<file path="src/rtl/mont_pkg.sv">
// Shared definitions for the Montgomery first-PE feeder: width defaults,
// feeder FSM states and the operand bank-select encoding.
package mont_pkg;

   localparam int RADIX_DEF     = 32;
   localparam int NUM_WORDS_DEF = 12;

   typedef enum logic [1:0] {
      IDLE  = 2'd0,
      RUN   = 2'd1,
      FLUSH = 2'd2,
      DONE  = 2'd3
   } feed_state_e;

   typedef enum logic {
      SEL_A = 1'b0,
      SEL_B = 1'b1
   } bank_sel_e;

endpackage

</file>
<file path="src/rtl/pe_feed_opbank.sv">
// Operand A/B register file: one write port, combinational A[i]/B[i] reads.
// With MONT_FEED_ZEROIZE_EN the whole bank clears on reset and on zeroize.
module pe_feed_opbank
   import mont_pkg::*;
#(
   parameter int  RADIX     = RADIX_DEF,
   parameter int  NUM_WORDS = NUM_WORDS_DEF,
   localparam int AW        = $clog2(NUM_WORDS)
) (
   input  logic             clk,
`ifdef MONT_FEED_ZEROIZE_EN
   input  logic             reset_n,
`endif
   input  logic             we,
   input  logic             sel,
   input  logic [AW-1:0]    waddr,
   input  logic [RADIX-1:0] wdata,
   input  logic             zeroize,
   input  logic [AW-1:0]    raddr,
   output logic [RADIX-1:0] a_rd,
   output logic [RADIX-1:0] b_rd
);

   logic [RADIX-1:0] bank [2][NUM_WORDS];

   assign a_rd = bank[SEL_A][raddr];
   assign b_rd = bank[SEL_B][raddr];

`ifdef MONT_FEED_ZEROIZE_EN
   always_ff @(posedge clk or negedge reset_n) begin
      if (!reset_n) begin
         for (int s = 0; s < 2; s++)
            for (int w = 0; w < NUM_WORDS; w++)
               bank[s][w] <= '0;
      end else if (zeroize) begin
         for (int s = 0; s < 2; s++)
            for (int w = 0; w < NUM_WORDS; w++)
               bank[s][w] <= '0;
      end else if (we) begin
         bank[sel][waddr] <= wdata;
      end
   end
`else
   // NOTE: the storage array has no reset; it only holds operand data, so
   // a reset would add a reset net to every bit for no functional gain.
   always_ff @(posedge clk) begin
      if (we && !zeroize)
         bank[sel][waddr] <= wdata;
   end
`endif

endmodule

</file>
<file path="src/rtl/pe_first_feeder.sv">
// Feeds operand words, fed-back partial sums and quotient words into the
// first systolic PE. Define MONT_FEED_ZEROIZE_EN to scrub operands after use.
module pe_first_feeder
   import mont_pkg::*;
#(
   parameter int RADIX     = RADIX_DEF,
   parameter int NUM_WORDS = NUM_WORDS_DEF,
   parameter int FLUSH_CYC = NUM_WORDS + 1
) (
   input  logic                         clk,
   input  logic                         reset_n,
   input  logic                         wr_en,
   input  logic                         wr_sel,
   input  logic [$clog2(NUM_WORDS)-1:0] wr_addr,
   input  logic [RADIX-1:0]             wr_data,
   input  logic                         start,
   input  logic                         abort,
   output logic                         busy,
   output logic                         done,
   input  logic [RADIX-1:0]             s_fb_in,
   input  logic [RADIX-1:0]             m_fb_in,
   output logic [RADIX-1:0]             a_in,
   output logic [RADIX-1:0]             b_in,
   output logic [RADIX-1:0]             s_in,
   output logic                         odd
);

   localparam int AW = $clog2(NUM_WORDS);
   localparam int KW = AW + 1;
   localparam int FW = $clog2(FLUSH_CYC + 1);
   localparam logic [KW-1:0] K_LAST = KW'(2 * NUM_WORDS - 1);
   localparam logic [FW-1:0] F_LAST = FW'(FLUSH_CYC - 1);

   feed_state_e      state, state_nxt;
   logic [KW-1:0]    k, k_nxt;
   logic [FW-1:0]    fcnt, fcnt_nxt;
   logic [RADIX-1:0] a_nxt, b_nxt, s_nxt;
   logic             odd_nxt;
   logic [RADIX-1:0] a_rd, b_rd;
   logic             bank_we, zeroize, live, wr_in_range;

   assign live        = (state == RUN) || (state == FLUSH);
   assign wr_in_range = {1'b0, wr_addr} < KW'(NUM_WORDS);
   assign bank_we     = wr_en && (state == IDLE) && wr_in_range;

   pe_feed_opbank #(
      .RADIX     (RADIX),
      .NUM_WORDS (NUM_WORDS)
   ) u_opbank (
      .clk     (clk),
`ifdef MONT_FEED_ZEROIZE_EN
      .reset_n (reset_n),
`endif
      .we      (bank_we),
      .sel     (wr_sel),
      .waddr   (wr_addr),
      .wdata   (wr_data),
      .zeroize (zeroize),
      .raddr   (k[KW-1:1]),
      .a_rd    (a_rd),
      .b_rd    (b_rd)
   );

   // NOTE: every always_comb output gets a default first, so no path can
   // leave a signal unassigned and infer a latch.
   always_comb begin
      state_nxt = state;
      k_nxt     = k;
      fcnt_nxt  = fcnt;
      a_nxt     = '0;
      b_nxt     = '0;
      s_nxt     = '0;
      odd_nxt   = 1'b0;
      zeroize   = 1'b0;

      unique case (state)
         IDLE: begin
            if (start && !abort) begin
               state_nxt = RUN;
               k_nxt     = '0;
            end
         end
         RUN: begin
            // Even k carries A[i] and the fed-back sum; odd k carries the quotient.
            odd_nxt = ~k[0];
            b_nxt   = b_rd;
            if (!k[0]) begin
               a_nxt = a_rd;
               s_nxt = s_fb_in;
            end else begin
               a_nxt = m_fb_in;
            end
            if (k == K_LAST) begin
               state_nxt = FLUSH;
               k_nxt     = '0;
               fcnt_nxt  = '0;
            end else begin
               k_nxt = k + 1'b1;
            end
         end
         FLUSH: begin
            if (fcnt == F_LAST) begin
               state_nxt = DONE;
               fcnt_nxt  = '0;
               zeroize   = 1'b1;
            end else begin
               fcnt_nxt = fcnt + 1'b1;
            end
         end
         DONE: state_nxt = IDLE;
         default: state_nxt = IDLE;
      endcase

      if (abort && live) begin
         state_nxt = IDLE;
         k_nxt     = '0;
         fcnt_nxt  = '0;
         a_nxt     = '0;
         b_nxt     = '0;
         s_nxt     = '0;
         odd_nxt   = 1'b0;
         zeroize   = 1'b1;
      end
   end

   // NOTE: sequential state uses non-blocking assignments so every register
   // samples pre-edge values regardless of statement order.
   always_ff @(posedge clk or negedge reset_n) begin
      if (!reset_n) begin
         state <= IDLE;
         k     <= '0;
         fcnt  <= '0;
         a_in  <= '0;
         b_in  <= '0;
         s_in  <= '0;
         odd   <= 1'b0;
      end else begin
         state <= state_nxt;
         k     <= k_nxt;
         fcnt  <= fcnt_nxt;
         a_in  <= a_nxt;
         b_in  <= b_nxt;
         s_in  <= s_nxt;
         odd   <= odd_nxt;
      end
   end

   assign busy = live;
   assign done = (state == DONE);

endmodule

</file>
<file path="config.mk">
export PLATFORM = sky130hd
export DESIGN_NAME = pe_first_feeder
export DESIGN_NICKNAME = d
export VERILOG_FILES = /design/src/rtl/mont_pkg.sv /design/src/rtl/pe_feed_opbank.sv /design/src/rtl/pe_first_feeder.sv
export SDC_FILE = /design/constraint.sdc
export NUM_CORES = 1
export LEC_CHECK = 0
export CORE_MARGIN = 3
export CORE_UTILIZATION = 64
export DETAILED_ROUTE_END_ITERATION = 10
export PLACE_DENSITY = 0.82
export SLEW_MARGIN = 15
export SYNTH_ARGS = -nofsm -noshare
export SYNTH_HDL_FRONTEND = slang
export SYNTH_HIERARCHICAL = 1
export SYNTH_SLANG_ARGS = --single-unit
</file>
<file path="constraint.sdc">
create_clock -name clk -period 7.9 [get_ports clk]
set_input_delay 1.58 -clock clk [delete_from_list [all_inputs] [get_ports clk]]
set_output_delay 1.58 -clock clk [all_outputs]
set_load 0.03 [all_outputs]
</file>
[After elaboration in Yosys (flattened, before gate mapping)]
Memories as Yosys holds them, arrays and structs flattened.
Index checks and enable logic that the tools add are counted.
Word-level totals
  flip-flop bits (word level): 108
  bits in writable memories: 768
  bits of input ports: 106
  output and inout bits: 99
  word-level logic and storage cells: 76
  memories: 1
Cells by class
  add/sub/neg operators: 2
  order comparisons: 4
  equal/unequal tests: 8
  multiplexer cells: 36
  bitwise logic cells: 3
  reductions and logical operators: 15
Memory list
  u_opbank.bank: depth 2, width 384, rd ports 2, clocked after Yosys merged registers in 0, write ports 1, line pe_feed_opbank.sv:24  | logic [RADIX-1:0] bank [2][NUM_WORDS];
Operator list (number)
  $mux W32: 13
  $mux W384: 1
  $bmux W32 S4: 2
  $demux W32 S4: 1
  $mux W5: 3
  $mux W4: 3
  $ge A5 B5 Y1 const B: 2
  $not A4 Y5: 2
  $pmux W5 S2: 1
  $ne A3 B1 Y1 const B: 3
  $mux W2: 4
  $pmux W2 S4: 1
  $pmux W4 S2: 1
  $logic_and A1 B1 Y1: 6
  $mux W1: 6
  $reduce_bool A3 Y1: 2
  $add A5 B1 Y5 const B: 1
  $eq A5 B5 Y1 const B: 1
  $lt A5 B1 Y1 const B: 1
  $add A4 B1 Y4 const B: 1
  $eq A2 B2 Y1 const B: 2
  $eq A4 B4 Y1 const B: 1
  $lt A4 B4 Y1 const B: 1
  $reduce_and A2 Y1: 2
  other kinds (6): 7

[Logic depth before layout (Yosys ltp)]
Gate-level depths: netlist (run 1).
  depth in word-level cells: 8
  gate-level depth with buffers: 8
  mapped depth without buffers: 7

[Modules after synthesis]
Netlist (run 1), hierarchy kept.
By module, submodules not included
  pe_feed_opbank: times used 1, cells an instance 1400, area each 29439.5 um^2, seq. area each 23062.1 um^2
  pe_first_feeder: times used 1, cells an instance 318, area each 4043.9 um^2, seq. area each 2702.6 um^2

[Worst setup path after synthesis (run 1)]
No wires, ideal clock.
  kind: input -> register
  start point: in abort
  end point: mem u_opbank/bank[0][224] in the netlist's numbering, enable pin
  library setup time: 421 ps
  data arrival time: 3693 ps
  data required time: 7479 ps
  slack: 3786 ps
  stages: 5
  buffers on the path: 0
  cells stage by stage: nand2_1 o21ai_0 nor3b_1 nand2_1 nor2_1
Between the ends
  word-level cells in the longest chain between the ends: 6
RTL lines
  from (decl): line pe_first_feeder.sv:17  | input logic abort,
  $logic_and A1 B1 Y1: line pe_first_feeder.sv:114  | if (abort && live) begin
  $mux W1: line pe_first_feeder.sv:114
  net zeroize: line pe_first_feeder.sv:40  | logic bank_we, zeroize, live, wr_in_range;
  $logic_not A1 Y1: line pe_feed_opbank.sv:47  | if (we && !zeroize)
  $logic_and A1 B1 Y1: line pe_feed_opbank.sv:47
  $mux W1: line pe_feed_opbank.sv:47
  $mux W384 (not written as such): line pe_feed_opbank.sv:48  | bank[sel][waddr] <= wdata;
  to (decl): line pe_feed_opbank.sv:24
The timed path passes the listed nets, and every way through them passes these cells.

[Worst setup path after layout (run 1)]
  start point: in abort
  end point: mem u_opbank/bank[0][42] in the netlist's numbering, enable pin
The elaborated chain is that of the path after synthesis.

==> metrics.yaml, run 1 <==
start_util_pct: 65.0
synthCells: 1718
clock_sinks: 876
yosysTopAreaCell: "edfxtp_1"
status: "complete, no violations"
portBuffers: 204
end_kind: "register"
synth-seq-area-share_pct: 76.9
ys_async_sr_fraction_pct: 12.3
final_hold_viol_count: 0
p_leak_nw: 12.7
synth_area_per_cell_um2: 19.5
wl_met3_um: 6800
drive_gt1_share_pct: 22.5
seqPwrFrac_pct: 45.5
finalSetupViolations: 0
min_period_ns: 4.07
drt_first_pass_iters: 5
worst_slew_pin_slew_ns: 1.21
vias: 17400
ios: 205
combPwrFrac_pct: 19.9
ctsHtreeMaxLevel: 3
cp_max_fo: 32
slowest_delay_ns: 0.98
die_w_um: 235
clock_latency_ns: 0.62
synth.distinct_cells: 39
cts_buffers: 84
cts_tree: "yes"
grt_max_degree: 136
drt-met1-wl_um: 28200
synth_nets: 1831
routed_wl_um: 74900
rsz0062_at_grt: "no"
root_buffer: "clkbuf_16"
dieArea_um2: 55100
cp_common_cell: "nand2_1"
ys_ff_latch: 876
p_sw_mw: 3.01
top_layer: "met4"
syn2layout_area_growth_pct: 16.7
syn_area_um2: 33500
ctsLongestPathBuffers: 3
crit_required_ns: 8.11
avgViaCountPerCell: 6.49
grtUsageTotal_pct: 27.3
relSlewSlack_pct: 18.9
slowest_stage: "nor2_4"
postSynth.topFlopCell: "edfxtp_1"
core_um2: 51500
timing.fmax_mhz: 246
fin_ws_ns: 3.83
drtAntennaViolNets: 0
cp-start-kind: "input port"
antenna_found_initial: 2
swShare_pct: 25.6
power_frac_clock_pct: 34.7
cts_setup_buffers: 0
dp_slack_ns: 3.21
rows: 83
power.internal_mw: 8.76
cts-resized-gates: 0
synth_edf_count: 768
pwr_density_cell_nw_per_um2: 301
die_h_um: 235
globalRouteOverflowTotal: 0
ys_top_cells_by_area: "edfxtp_1 (69%), mux4_2 (8.6%), dfrtp_1 (8.1%)"
synth_top_area_share_pct: 68.9
dpl.hpwl_um: 40200
crit_path_cell_trace: "clkdlybuf4s50_1 > nand2_1 > o21ai_0 > nor3b_1 > nand2_1 > nor2_4"
vdd_drop_max_v: 0.000218
first_global_vias: 18000
timing.setup.tns_ns: 0
grt_pass1_wl_um: 113000
filler_cell_count: 2753
maxSlewViolCount: 0
drt_iter0_markers: 1804
synth_warnings: 6
finalCritPeriodShare_pct: 51.5
cts_hold_repair.buffers: 0
drc: 0
gp_congestion: 0.798
met2_length_um: 37700
holdCritPathClass: "reg -> reg"
maxCapViolCount: 0
clk_pin_slew_ns: 0.06
path_class: "in -> reg"
detail_route.wl_per_cell_um: 27.9
skew_ns: 0.0274
cp_data_arrival_time_ns: 4.28
nets: 2049
==> cell usage after synthesis, drive strengths merged (2+ instances only) <==
cell type / n
nor3: 2
and2: 64
edfxtp: 768
a21boi: 2
clkbuf: 39
nand2: 84
ha: 7
o2bb2ai: 2
mux4: 128
inv: 8
o22ai: 65
mux2i: 33
nor2: 124
buf: 53
dfrtp: 108
o31ai: 64
a21o: 2
nand3: 9
o211ai: 2
o21ai: 5
nand2b: 7
nor2b: 3
mux2: 129
==> metal layers <==
| metal | global-route usage [%] | up-vias |
|---|---|---|
| li1 | - | 7229 |
| met1 | 37.6 | 8957 |
| met2 | 44.5 | 1053 |
| met3 | 5.26 | 168 |
| met4 | 9.59 | 0 |
| met5 | 0 | - |
==> power by group through the flow <==
stage / sequential [mW] / clock [mW] / combinational (mW)
3_3_place_gp: 5.44 / 0 / 2.29
3_5_place_dp: 5.45 / 0 / 2.33
6_report: 5.35 / 4.08 / 2.34
4_1_cts: 5.36 / 4.15 / 2.36
5_1_grt: 5.38 / 4.32 / 2.48
2_1_floorplan: 5.71 / 0 / 1.40
==> through the flow <==
| step | total power [mW] | cell area, um2 | std cells | util [%] | hold WS (ns) |
|---|---|---|---|---|---|
| global placement | 7.74 | 36100 | 2525 | 70.2 | 0.511 |
| floorplan | 7.11 | 33500 | 1718 | - | 0.492 |
| global route | 12.2 | 39100 | 2678 | 75.9 | 0.552 |
| finish | 11.8 | 39100 | 2681 | 75.9 | 0.546 |
| detailed placement | 7.78 | 36100 | 2525 | 70.2 | 0.526 |
| CTS | 11.9 | 39000 | 2673 | 75.6 | 0.539 |
==> registers in the layout, summed over array words and instances (netlist names) <==
| signal | flops |
|---|---|
| s_in | 32 |
| state | 2 |
| fcnt | 4 |
| b_in | 32 |
| odd | 1 |
| u_opbank/bank | 768 |
| k | 5 |
| a_in | 32 |
==> cells by family after synthesis <==
family / count (synthesis) / share of synthesized area (%)
flops: 876 / 76.9
simple gates: 299 / 4.04
mux: 290 / 13.9
compound gates: 146 / 3.03
buf+inv: 100 / 1.78
fa+ha+maj: 7 / 0.262
==> layout make-up <==
| type | instances | area (um2) | share of cell area, % |
|---|---|---|---|
| clock buffers | 104 | 2310 | 5.91 |
| clock inverters | 44 | 507 | 1.30 |
| flip-flops and latches | 876 | 25800 | 66.0 |
| well taps | 680 | 851 | 2.18 |
| repair buffers | 224 | 2280 | 5.83 |
| diodes | 3 | 7.51 | 0.0192 |
| multi-input cells | 742 | 7320 | 18.7 |
| inverters | 8 | 30.0 | 0.0768 |
==> worst max-delay path, delay by kind of cell <==
kind            cells  cell delay (ns)
buf+inv             1             0.47
compound gates      1             0.26
simple gates        4             1.91
==> layout by cell type, fill, tap and decap left out, types with 9 or more instances in the layout <==
master           count
clkdlybuf4s50_1    203
nor2_1             100
o31ai_1             64
buf_4               15
mux4_2             128
clkinv_2            20
edfxtp_1           768
bufinv_16           11
mux2i_1             33
mux2_2             129
o22ai_1             65
nand3_1              9
and2_1              64
nand2_1             83
nor2_4              24
clkbuf_16           85
clkbuf_8            11
dfrtp_1            103
==> path summary, 6_finish.rpt <==
| path | start | end | slack (ns) | cells past startpoint |
|---|---|---|---|---|
| worst max register to register | k[1]$_DFFE_PN0P_ | b_in[19]$_DFF_PN0_ | 4.39 | 6 |
| worst max-delay path | abort | u_opbank/bank[0][42]$_DFFE_PP_ | 3.83 | 6 |
| max in group asynchronous | reset_n | k[2]$_DFFE_PN0P_ | 5.61 | 2 |
| worst min-delay path | fcnt[2]$_DFFE_PN0P_ | fcnt[2]$_DFFE_PN0P_ | 0.55 | 1 |
| min in group asynchronous | reset_n | a_in[13]$_DFF_PN0_ | 1.04 | 1 |
| worst min register to register | fcnt[2]$_DFFE_PN0P_ | fcnt[2]$_DFFE_PN0P_ | 0.55 | 1 |
Power figures use the tool's default switching activity.
==> run 2: changes to the inputs <==
--- a/config.mk
+++ b/config.mk
@@ -6,9 +6,9 @@
 export NUM_CORES = 1
 export LEC_CHECK = 0
 export CORE_MARGIN = 3
-export CORE_UTILIZATION = 64
+export CORE_UTILIZATION = 59
 export DETAILED_ROUTE_END_ITERATION = 10
-export PLACE_DENSITY = 0.82
+export PLACE_DENSITY = 0.76
 export SLEW_MARGIN = 15
 export SYNTH_ARGS = -nofsm -noshare
 export SYNTH_HDL_FRONTEND = slang
==> constraint.sdc (replaced) <==
create_clock -name clk -period 4 [get_ports clk]
set_input_delay 0.8 -clock clk [delete_from_list [all_inputs] [get_ports clk]]
set_output_delay 0.8 -clock clk [all_outputs]
set_load 0.03 [all_outputs]
==> run 2 against run 1 <==
- sequential cell count is the same
- sequential share of layout area down 1.0 points
- wire length decreased by 2.4%
- setup slack lost 3.0 ns
- sequential power grew 98%
- clock power up 98%
- register-to-register slack got worse by 3.6 ns
- first-iteration DRC count up 4.8%
==> metrics.yaml, run 2 (synthesis results as in run 1) <==
end_kind: "register"
min_period_ns: 3.20
vias: 17000
finalCritPeriodShare_pct: 80.1
status: "complete, no violations"
die_w_um: 244
grt-busiest-layer: "met2"
routed_wl_um: 73000
cts_buffers: 87
dieArea_um2: 59600
skew_ns: 0.0259
multi_input_area_um2: 7320
cts_hold_repair.buffers: 0
syn2layout_area_growth_pct: 18.5
largest_reg_flops: 768
drt_iter0_markers: 1890
core_um2: 55600
grt_use_met2_pct: 40.2
final_hold_viol_count: 0
p_leak_nw: 13.0
avgViaCountPerCell: 6.09
grt.met3_usage_pct: 4.98
grt_util_met1_pct: 35.0
relSlewSlack_pct: 23.2
worst_slew_pin_slew_ns: 1.15
holdCritPathClass: "in -> async"
n_antenna_cell: 0
detail_route.wl_per_cell_um: 26.1
grtUsageTotal_pct: 24.9
ctsHtreeMaxLevel: 3
grt_pass1_wl_um: 111000
crit_path_cell_trace: "inv_1 > ha_1 > nand2_1 > o21ai_0 > nor3b_1 > nand2_1 > nor2_4 > buf_12"
ctsLongestPathBuffers: 3
drc: 0
clock_sinks: 876
cp_data_arrival_time_ns: 3.51
start_util_pct: 60.2
largest-register: "u_opbank/bank"
drive_gt1_share_pct: 23.8
cts_tree: "yes"
ff_latch_area_um2: 25800
die_h_um: 244
globalRouteOverflowTotal: 0
dpl.hpwl_um: 43700
slowest_delay_ns: 0.46
first_global_vias: 17700
layout_commonest_cell: "edfxtp_1"
filler_cell_count: 3237
finalSetupViolations: 0
gp_congestion: 0.807
cp-start-kind: "register"
dp_slack_ns: 0.415
maxCapViolCount: 0
drt_first_pass_iters: 8
maxSlewViolCount: 0
grt_max_degree: 77
crit_required_ns: 4.31
fin_ws_ns: 0.796
cts_setup_buffers: 0
clock_latency_ns: 0.63
pwr_density_cell_nw_per_um2: 589
ios: 205
timing.fmax_mhz: 312
slowest_stage: "nor2_4"
root_buffer: "clkbuf_16"
portBuffers: 204
cp_common_cell: "nand2_1"
holdWs_ns: 0.173
antenna_found_initial: 2
cp_max_fo: 23
cts-resized-gates: 0
final_cell_mix: "edfxtp_1 (768), clkdlybuf4s50_1 (202), mux2_2 (129), mux4_2 (128), dfrtp_1 (103)"
rows: 86
reg2reg_depth: 8
path_class: "reg -> reg"
drtAntennaViolNets: 0
fin_util_pct: 71.3
clk_pin_slew_ns: 0.06
nets: 2092
timing.setup.tns_ns: 0
vdd_drop_max_v: 0.000443
rsz0062_at_grt: "no"
==> run 2: area by class of cell <==
type / instances / area share, %
flip-flops and latches: 876 / 64.9
multi-input cells: 742 / 18.4
repair buffers: 264 / 6.99
clock buffers: 109 / 6.03
well taps: 748 / 2.36
clock inverters: 48 / 1.17
inverters: 8 / 0.0757
==> run 2: routing by layer <==
metal / wire length (um) / vias up
met1: 29200 / 8768
met5: 17 / -
li1: - / 7328
met2: 36000 / 797
met4: 2030 / 2
met3: 5720 / 135
==> run 2: worst max-delay path: cells and delay by family, from the launching register on <==
kind	cells	cell delay, ns
flops	1	0.39
simple gates	4	1.47
compound gates	1	0.26
fa+ha+maj	1	0.38
buf+inv	2	0.35
==> run 2: worst paths after layout <==
path	start	endpoint	slack, ns
setup / recovery	state[0]$_DFFE_PN0P_	u_opbank/bank[0][199]$_DFFE_PP_	0.80
hold / removal	reset_n	a_in[9]$_DFF_PN0_	0.17
setup reg to reg	state[0]$_DFFE_PN0P_	u_opbank/bank[0][199]$_DFFE_PP_	0.80
hold reg to reg	fcnt[2]$_DFFE_PN0P_	fcnt[2]$_DFFE_PN0P_	0.55
max in group asynchronous	reset_n	k[1]$_DFFE_PN0P_	3.01
min in group clk	fcnt[2]$_DFFE_PN0P_	fcnt[2]$_DFFE_PN0P_	0.55
==> run 2: report_power, final <==
| group | internal, mW | leakage, nW | switching [mW] |
|---|---|---|---|
| clock | 4.80 | 1.41 | 3.28 |
| sequential | 10.3 | 8.36 | 0.222 |
| combinational | 2.25 | 3.24 | 2.48 |
| total | 17.4 | 13.0 | 5.99 |
==> run 2: metrics by stage <==
step	area, um2	total power, mW	std cells
after CTS	39700	23.6	2795
final	39700	23.4	2795
after global placement	36800	15.4	2638
after floorplan	33500	14.0	1718
after detailed placement	36800	15.5	2638
after global routing	39700	24.2	2795
